$ cat config.mk
export PLATFORM = sky130hd
export DESIGN_NAME = img_buffer
export DESIGN_NICKNAME = d
export VERILOG_FILES = /design/src/rtl/img_buffer.sv
export SDC_FILE = /design/constraint.sdc
export NUM_CORES = 2
export LEC_CHECK = 0
export ABC_AREA = 1
export CAP_MARGIN = 15
export CORE_AREA = 2 2 365 367
export DETAILED_ROUTE_END_ITERATION = 8
export DIE_AREA = 0 0 367 369
export GPL_TIMING_DRIVEN = 0
export SLEW_MARGIN = 20
export SYNTH_ARGS = -nofsm -noshare
export SYNTH_HDL_FRONTEND = slang
export SYNTH_SLANG_ARGS = --single-unit
$ cat constraint.sdc
create_clock -name clk -period 2.2 [get_ports clk]
set_input_delay 0.44 -clock clk [delete_from_list [all_inputs] [get_ports clk]]
set_output_delay 0.44 -clock clk [all_outputs]
set_load 0.03 [all_outputs]
$ cat src/rtl/img_buffer.sv
// Image byte-assembly buffer: collects BYTES bytes into a flat IMG_BITS image,
// holds the completed image for a downstream consumer until clear_buffer.
module img_buffer #(
  parameter int unsigned IMG_BITS = 904,
  parameter int unsigned BYTES    = IMG_BITS / 8
) (
  input  logic                clk,
  input  logic                rst,
  input  logic [7:0]          rx_byte,
  input  logic                rx_valid,
  input  logic                rx_sof,
  output logic                rx_ready,
  output logic [IMG_BITS-1:0] img_out,
  output logic                img_buffer_full,
  input  logic                clear_buffer,
  output logic [6:0]          byte_count,
  output logic                sof_err
);

  typedef enum logic [1:0] {StIdle, StFill, StFull} state_e;

  state_e              state_q, state_d;
  logic [IMG_BITS-1:0] img_q, img_d;
  logic [6:0]          count_q, count_d;
  logic                sof_err_q, sof_err_d;
  logic                accept;
  logic [6:0]          wr_idx;

  // Held off during reset so nothing is taken while state is being cleared.
  assign rx_ready = ~rst & (state_q != StFull);
  // clear_buffer wins over any byte presented in the same cycle.
  assign accept   = rx_valid & rx_ready & ~clear_buffer;

  // Next-state, byte slot selection and byte counting.
  always_comb begin
    state_d   = state_q;
    count_d   = count_q;
    sof_err_d = sof_err_q;
    wr_idx    = '0;
    unique case (state_q)
      StIdle: begin
        if (clear_buffer) begin
          count_d = '0;
        end else if (accept) begin
          wr_idx  = '0;
          count_d = 7'd1;
          state_d = (BYTES == 1) ? StFull : StFill;
        end
      end
      StFill: begin
        if (clear_buffer) begin
          count_d = '0;
          state_d = StIdle;
        end else if (accept) begin
          if (rx_sof) begin
            // Restart mid-frame: overwrite from byte 0 and flag it.
            wr_idx    = '0;
            sof_err_d = 1'b1;
          end else begin
            wr_idx = count_q;
          end
          count_d = wr_idx + 7'd1;
          if (wr_idx == 7'(BYTES - 1)) begin
            state_d = StFull;
          end
        end
      end
      StFull: begin
        if (clear_buffer) begin
          count_d = '0;
          state_d = StIdle;
        end
      end
      default: begin
        state_d = StIdle;
        count_d = '0;
      end
    endcase
  end

  // Image write: byte k lands at the MSB end shifted down by 8k bits.
  always_comb begin
    img_d = img_q;
    if (accept) begin
      for (int unsigned k = 0; k < BYTES; k++) begin
        if (wr_idx == 7'(k)) begin
          img_d[IMG_BITS-1-8*k -: 8] = rx_byte;
        end
      end
    end
  end

  // State registers with synchronous reset; reset discards any image.
  always_ff @(posedge clk) begin
    if (rst) begin
      state_q   <= StIdle;
      img_q     <= '0;
      count_q   <= '0;
      sof_err_q <= 1'b0;
    end else begin
      state_q   <= state_d;
      img_q     <= img_d;
      count_q   <= count_d;
      sof_err_q <= sof_err_d;
    end
  end

  assign img_out         = img_q;
  assign img_buffer_full = (state_q == StFull);
  assign byte_count      = count_q;
  assign sof_err         = sof_err_q;

endmodule
Word-level counts from Yosys, hierarchy flattened
Index checks and enable logic that the tools add are counted.
{"block": "word_totals", "ff_bits": 914, "output_inout_bits": 914, "wordCells": 382}
{"block": "classes", "addsub": 1, "eq_ne": 122, "mux": 20, "bitwise": 5, "reduce_logical": 118}
{"op": "$eq 7x7->1 const B", "count": 50}
{"op": "$reduce_and 2->1", "count": 113}
{"op": "$eq 7x6->1 const B", "count": 32}
{"op": "$eq 7x5->1 const B", "count": 16}
{"op": "$mux 7", "count": 12}
{"op": "$eq 7x4->1 const B", "count": 8}
{"op": "$eq 7x3->1 const B", "count": 4}
{"op": "$pmux 7 s3", "count": 1}
{"op": "$eq 7x2->1 const B", "count": 2}
{"op": "$mux 2", "count": 6}
{"op": "$ne 3x3->1 const B", "count": 3}
{"op": "$add 7x1->7 const B", "count": 1}
{"op": "$eq 7x1->1 const B", "count": 1}
{"op": "$logic_not 7->1", "count": 1}
{"op": "$ne 2x2->1 const B", "count": 3}
{"op": "$pmux 2 s3", "count": 1}
{"op": "$reduce_and 5->1", "count": 1}
{"op": "$reduce_and 4->1", "count": 1}
{"op": "$and 1x1->1", "count": 3}
{"op": "$reduce_and 3->1", "count": 1}
{"op": "$eq 2x1->1 const B", "count": 1}
{"op": "$eq 2x2->1 const B", "count": 1}
{"op": "$logic_not 2->1", "count": 1}
{"op": "$ne 2x1->1 const B", "count": 1}
{"op": "$not 1->1", "count": 2}

Logic depth before layout (Yosys ltp)
{"block": "logic_depth", "depth_word": 12, "mapped_depth": 12, "mapped_depth_nobuf": 11}

Worst setup path before layout
OpenSTA, ideal clock, no wires.
{"block": "synth_path", "path_type": "register to register", "from": "reg count_q[2], in the netlist byte_count[2]", "to": "reg img_q[25], in the netlist img_out[25]", "t_arrival_ps": 2039, "required_time_ps": 2084, "setup_slack_ps": 45, "stages_incl_launch_ff": 11, "period_less_slack_ps": 2155, "path_cell_list": "dfxtp_1 > inv_1 > nor2_1 > nand2_1 > nor2_2 > nand2_1 > nor2_2 > buf_2 > nand2_1 > o21ai_0 > nor2_1"}
{"block": "synth_via", "elab_chain_len": 9}
{"item": "start, declared", "line": "24", "rtl": "logic [6:0] count_q, count_d;"}
{"item": "start signal, assigned", "line": "103", "rtl": "count_q <= count_d;"}
{"item": "$mux 7", "line": "55", "rtl": "if (rx_sof) begin"}
{"item": "$mux 7", "line": "54", "rtl": "end else if (accept) begin"}
{"item": "$mux 7", "line": "51", "rtl": "if (clear_buffer) begin"}
{"item": "$mux 7", "line": "40", "rtl": "unique case (state_q)"}
{"item": "$mux 7", "line": "54"}
{"item": "$mux 7", "line": "51"}
{"item": "$mux 7"}
{"item": "$eq 7x7->1", "line": "86", "rtl": "if (wr_idx == 7'(k)) begin"}
{"item": "$reduce_and 2->1 (no source line)"}
{"item": "end signal, assigned", "line": "102", "rtl": "img_q <= img_d;"}
{"item": "end, declared", "line": "23", "rtl": "logic [IMG_BITS-1:0] img_q, img_d;"}
Every way passes these cells. The select of a mux whose other input is x is not followed.
A chain may end at the register's enable or synchronous reset.

Final worst setup path
{"block": "layout_path", "from": "reg state_q[0]", "to": "reg img_q[26], in the netlist img_out[26]"}
{"block": "layout_via", "elab_chain_len": 9, "word_cells_on_any_way": 10, "cone_classes": "eq/ne: 3; mux: 3; bitwise: 3; reduce/logical: 1"}
{"item": "start, declared", "line": "22", "rtl": "state_e state_q, state_d;"}
{"item": "start signal, assigned", "line": "96", "rtl": "state_q <= StIdle;"}
{"item": "start signal, assigned", "line": "101", "rtl": "state_q <= state_d;"}
{"item": "$ne 2x2->1", "line": "30", "rtl": "assign rx_ready = ~rst & (state_q != StFull);"}
{"item": "$and 1x1->1", "line": "30"}
{"item": "$and 1x1->1 (2 in series)", "line": "32", "rtl": "assign accept = rx_valid & rx_ready & ~clear_buffer;"}
{"item": "$mux 7", "line": "54"}
{"item": "$mux 7", "line": "51"}
{"item": "$mux 7"}
{"item": "$eq 7x7->1", "line": "86"}
{"item": "$reduce_and 2->1 (no source line) *"}
Every way passes the cells marked *; elsewhere a longest branch is shown, timed or not.

==> summary.json <==
{
  "worstSetupEndpoint": "img_out[26]",
  "detailedPlacementHpwl_mm": 134.8,
  "leakagePower_nw": 22.87,
  "synth.lib_cells_used.distinct": 25,
  "grt_overflow_total": 0,
  "worstPathArrival_ns": 2.83,
  "vias_per_cell": 4.734,
  "synth-main-ff-cell": "dfxtp_1",
  "final_cells": 7276,
  "power.internal_mw": 27.18,
  "hold_path_class": "in2reg",
  "clock_tree.htree_level_count": 3,
  "rr_worst_depth": 14,
  "dp_worst_setup_slack_ns": -2.186,
  "final.setup.tns_ns": 0,
  "place.detailed.instances": 6972,
  "rr_endpoint": "img_out[26]",
  "sink_count": 914,
  "wirelength_mm": 178.0,
  "portion_of_total_power_attributed_to_combinational_logic_pct": 4.5,
  "synth_top_area_share_pct": 56.05,
  "io_pins": 927,
  "setup.worst_path.end_class": "register",
  "place.port_buffers": 918,
  "post_synth_instance_area_um2": 32650,
  "maxClockFrequency_ghz": 0.4568,
  "cap_violations": 0,
  "area_growth_syn_to_layout_pct": 53.14,
  "clk_pin_slew_ns": 0.06,
  "holdWs_ns": 0.1799,
  "synth_most_common_cell": "nor2_1",
  "vdd_ir_drop_max_mv": 0.5987,
  "kind_of_start_point_of_the_critical_path": "register",
  "synth_sequential_area_ratio_pct": 56.05,
  "place_area_um2": 44610,
  "firstDrtPassIters": 5,
  "die-width_um": 367,
  "synth_top_area_cell": "dfxtp_1",
  "rsz0062_at_grt": "true",
  "reg2reg_slack_ns": 0.01,
  "share_of_the_core_filled_with_cells_in_the_final_layout_pct": 38.13,
  "num-nets-final": 5448,
  "layout-drive-gt1-share_pct": 13.11,
  "finClkSkew_ns": 0.02538,
  "worst-path-max-fanout": 8,
  "tritoncts.num_buffers": 101,
  "post-layout-total-power_mw": 35.73,
  "ys_seq_elements": 914,
  "vias_in_the_first_global_route": 31660,
  "finalHoldViolations": 0,
  "max-clock-path-buffers": 3,
  "grt_pass1_wl_mm": 243.2,
  "clock-root-buffer": "clkbuf_16",
  "mappedNetlistNets": 4295,
  "tightest_slew_ns": 1.033,
  "post-route-cell-area_um2": 50000,
  "async_reset_ff_share_pct": 0,
  "power_density_nw_per_um2": 714.7,
  "detailroute.via_count": 34450,
  "clock_power_share_pct": 49.1,
  "postRouteAntennaNets": 0,
  "pwr-share-seq_pct": 46.4,
  "starting_density_of_the_core_pct": 24.90,
  "power.switching_mw": 8.554,
  "report.final.slew_viol_count": 0,
  "combined_global_route_utilization_of_all_metal_layers_pct": 25.09,
  "critical_path_required_ns": 2.84,
  "core_rows": 133,
  "crit_start": "state_q[0]",
  "setup-violations-final": 0,
  "core_region_area_um2": 131100,
  "cts_hold_buf": 0,
  "sw_frac_of_total_pct": 23.94,
  "worst_slew_margin_rel_pct": 31.16,
  "fin_crit_ns": 2.189,
  "critical-path-max-stage-delay_ns": 0.36,
  "die_area_um2": 135400,
  "tritoncts": "built",
  "chipHeight_um": 369,
  "syn_area_per_cell_um2": 7.628,
  "drcViolationCount": 0,
  "final_critical_path_share_of_the_clock_period_pct": 99.50,
  "insertion_delay_ns": 0.72,
  "avgRoutedWirePerCell_um": 24.47,
  "worst_path_most_repeated_cell": "nor2_4",
  "critical_path_class": "reg2reg",
  "timing.critical_path.cells": "inv_4 -> nand2_8 -> nand2_4 -> nor2_4 -> buf_12 -> buf_8 -> nand3_4 -> nor2_4 -> clkbuf_16 -> buf_6 -> inv_4 -> nor2_4 -> nor2_1 -> nor2_1",
  "worstReg2RegStart": "state_q[0]",
  "drt_first_iter_violations": 2978,
  "number_of_antenna_violations_at_the_first_check_in_global_routing": 15,
  "yosysWarnings": 0,
  "maximum_number_of_pins_on_one_net_before_global_route_repair": 15,
  "cp_slowest_cell": "dfxtp_4",
  "syn-instance-count": 4280,
  "timing.final.ws_setup_ns": 0.01092,
  "gp_routability_congestion": 0.8951,
  "run_status": "finished, final reports clean",
  "ys_top_cells_by_count": "nor2_1, dfxtp_1, o21ai_0",
  "post_synth_main_area_contributors": "dfxtp_1, nor2_1, o21ai_0",
  "synth-edff-count": 0
}
==> worst max-delay path, delay by kind of cell, from the launching register on <==
family | cells | cell delay [ns]
buffers and inverters | 6 | 0.68
AND/OR/NAND/NOR | 8 | 1.05
flip-flops | 1 | 0.36
==> cell families (layout without fill, tap and decap cells) <==
group | after synthesis | after routing | synth area share, %
AO/OA/AOI/OAI | 1026 | 1026 | 15.74
XOR/XNOR | 1 | 1 | 0.02683
adder cells (fa/ha/maj) | 2 | 2 | 0.07664
buffers and inverters | 350 | 1583 | 4.181
flip-flops | 914 | 914 | 56.05
other | 0 | 8 | 0
AND/OR/NAND/NOR | 1987 | 1987 | 23.93
==> metal layers <==
metal	vias up	routed length (µm)	GRT usage, %
li1	16250	-	-
met1	16500	73050	31.24
met2	1404	83190	41.49
met3	289	14330	6.171
met4	2	7459	9.923
met5	-	11	0
==> cells in the final DEF, fill, tap and decap left out, drive strengths merged, types with 6 or more instances in the layout <==
| master | synthesis | layout |
|---|---|---|
| buf | 38 | 170 |
| nand4 | 27 | 27 |
| clkinv | 1 | 13 |
| nand2 | 197 | 197 |
| clkdlybuf4s50 | 0 | 6 |
| clkbuf | 209 | 365 |
| dlygate4sd2 | 0 | 889 |
| a21oi | 162 | 162 |
| inv | 102 | 108 |
| dlymetal6s2s | 0 | 15 |
| nor2 | 1718 | 1718 |
| o21ai | 863 | 863 |
| bufinv | 0 | 8 |
| dfxtp | 914 | 914 |
| diode | 0 | 8 |
| nand3 | 43 | 43 |
==> worst min path at each step <==
stage | from | endpoint | slack, ns | cells past startpoint
6_report | rst | byte_count[0] | 0.18 | 2
5_1_grt | rst | byte_count[0] | 0.14 | 2
4_1_cts | rx_byte[0] | img_out[832] | 0.25 | 3
3_5_place_dp | img_out[391] | img_out[391] | 0.46 | 2
3_3_place_gp | img_out[257] | img_out[257] | 0.45 | 2
2_1_floorplan | rst | byte_count[0] | 0.52 | 1
==> power by group through the flow <==
stage	clock (mW)	sequential (mW)	combinational (mW)
2_1_floorplan	0	17.0	0.728
3_3_place_gp	0	16.9	1.44
3_5_place_dp	0	16.9	1.51
4_1_cts	17.7	16.6	1.56
5_1_grt	18.4	16.6	1.74
6_report	17.5	16.6	1.62
==> state kept, by name, indices dropped and copies added, names as in the netlist <==
signal and count:
byte_count 7, sof_err 1, state_q 2, img_out 904
==> final cells by class <==
cell class                 count  area [µm²]
timing repair buffer        1053        9962
inverter                     103       471.7
fill                       13870       81130
clock inverter                30       442.9
buffer                       244        1379
sequential                   914       18310
antenna                        8       20.02
multi-input combinational   3016       14270
clock buffer                 153        2953
tap                         1755        2196
==> repair_timing <==
action	4_1_cts	5_1_grt
setup buffers	74	41
cloned	2	0
endpoints found under the hold margin	0	0
resized for setup	1296	364
pin swaps	46	94
endpoints found under the setup margin	1801	900
Power figures use the tool's default switching activity.
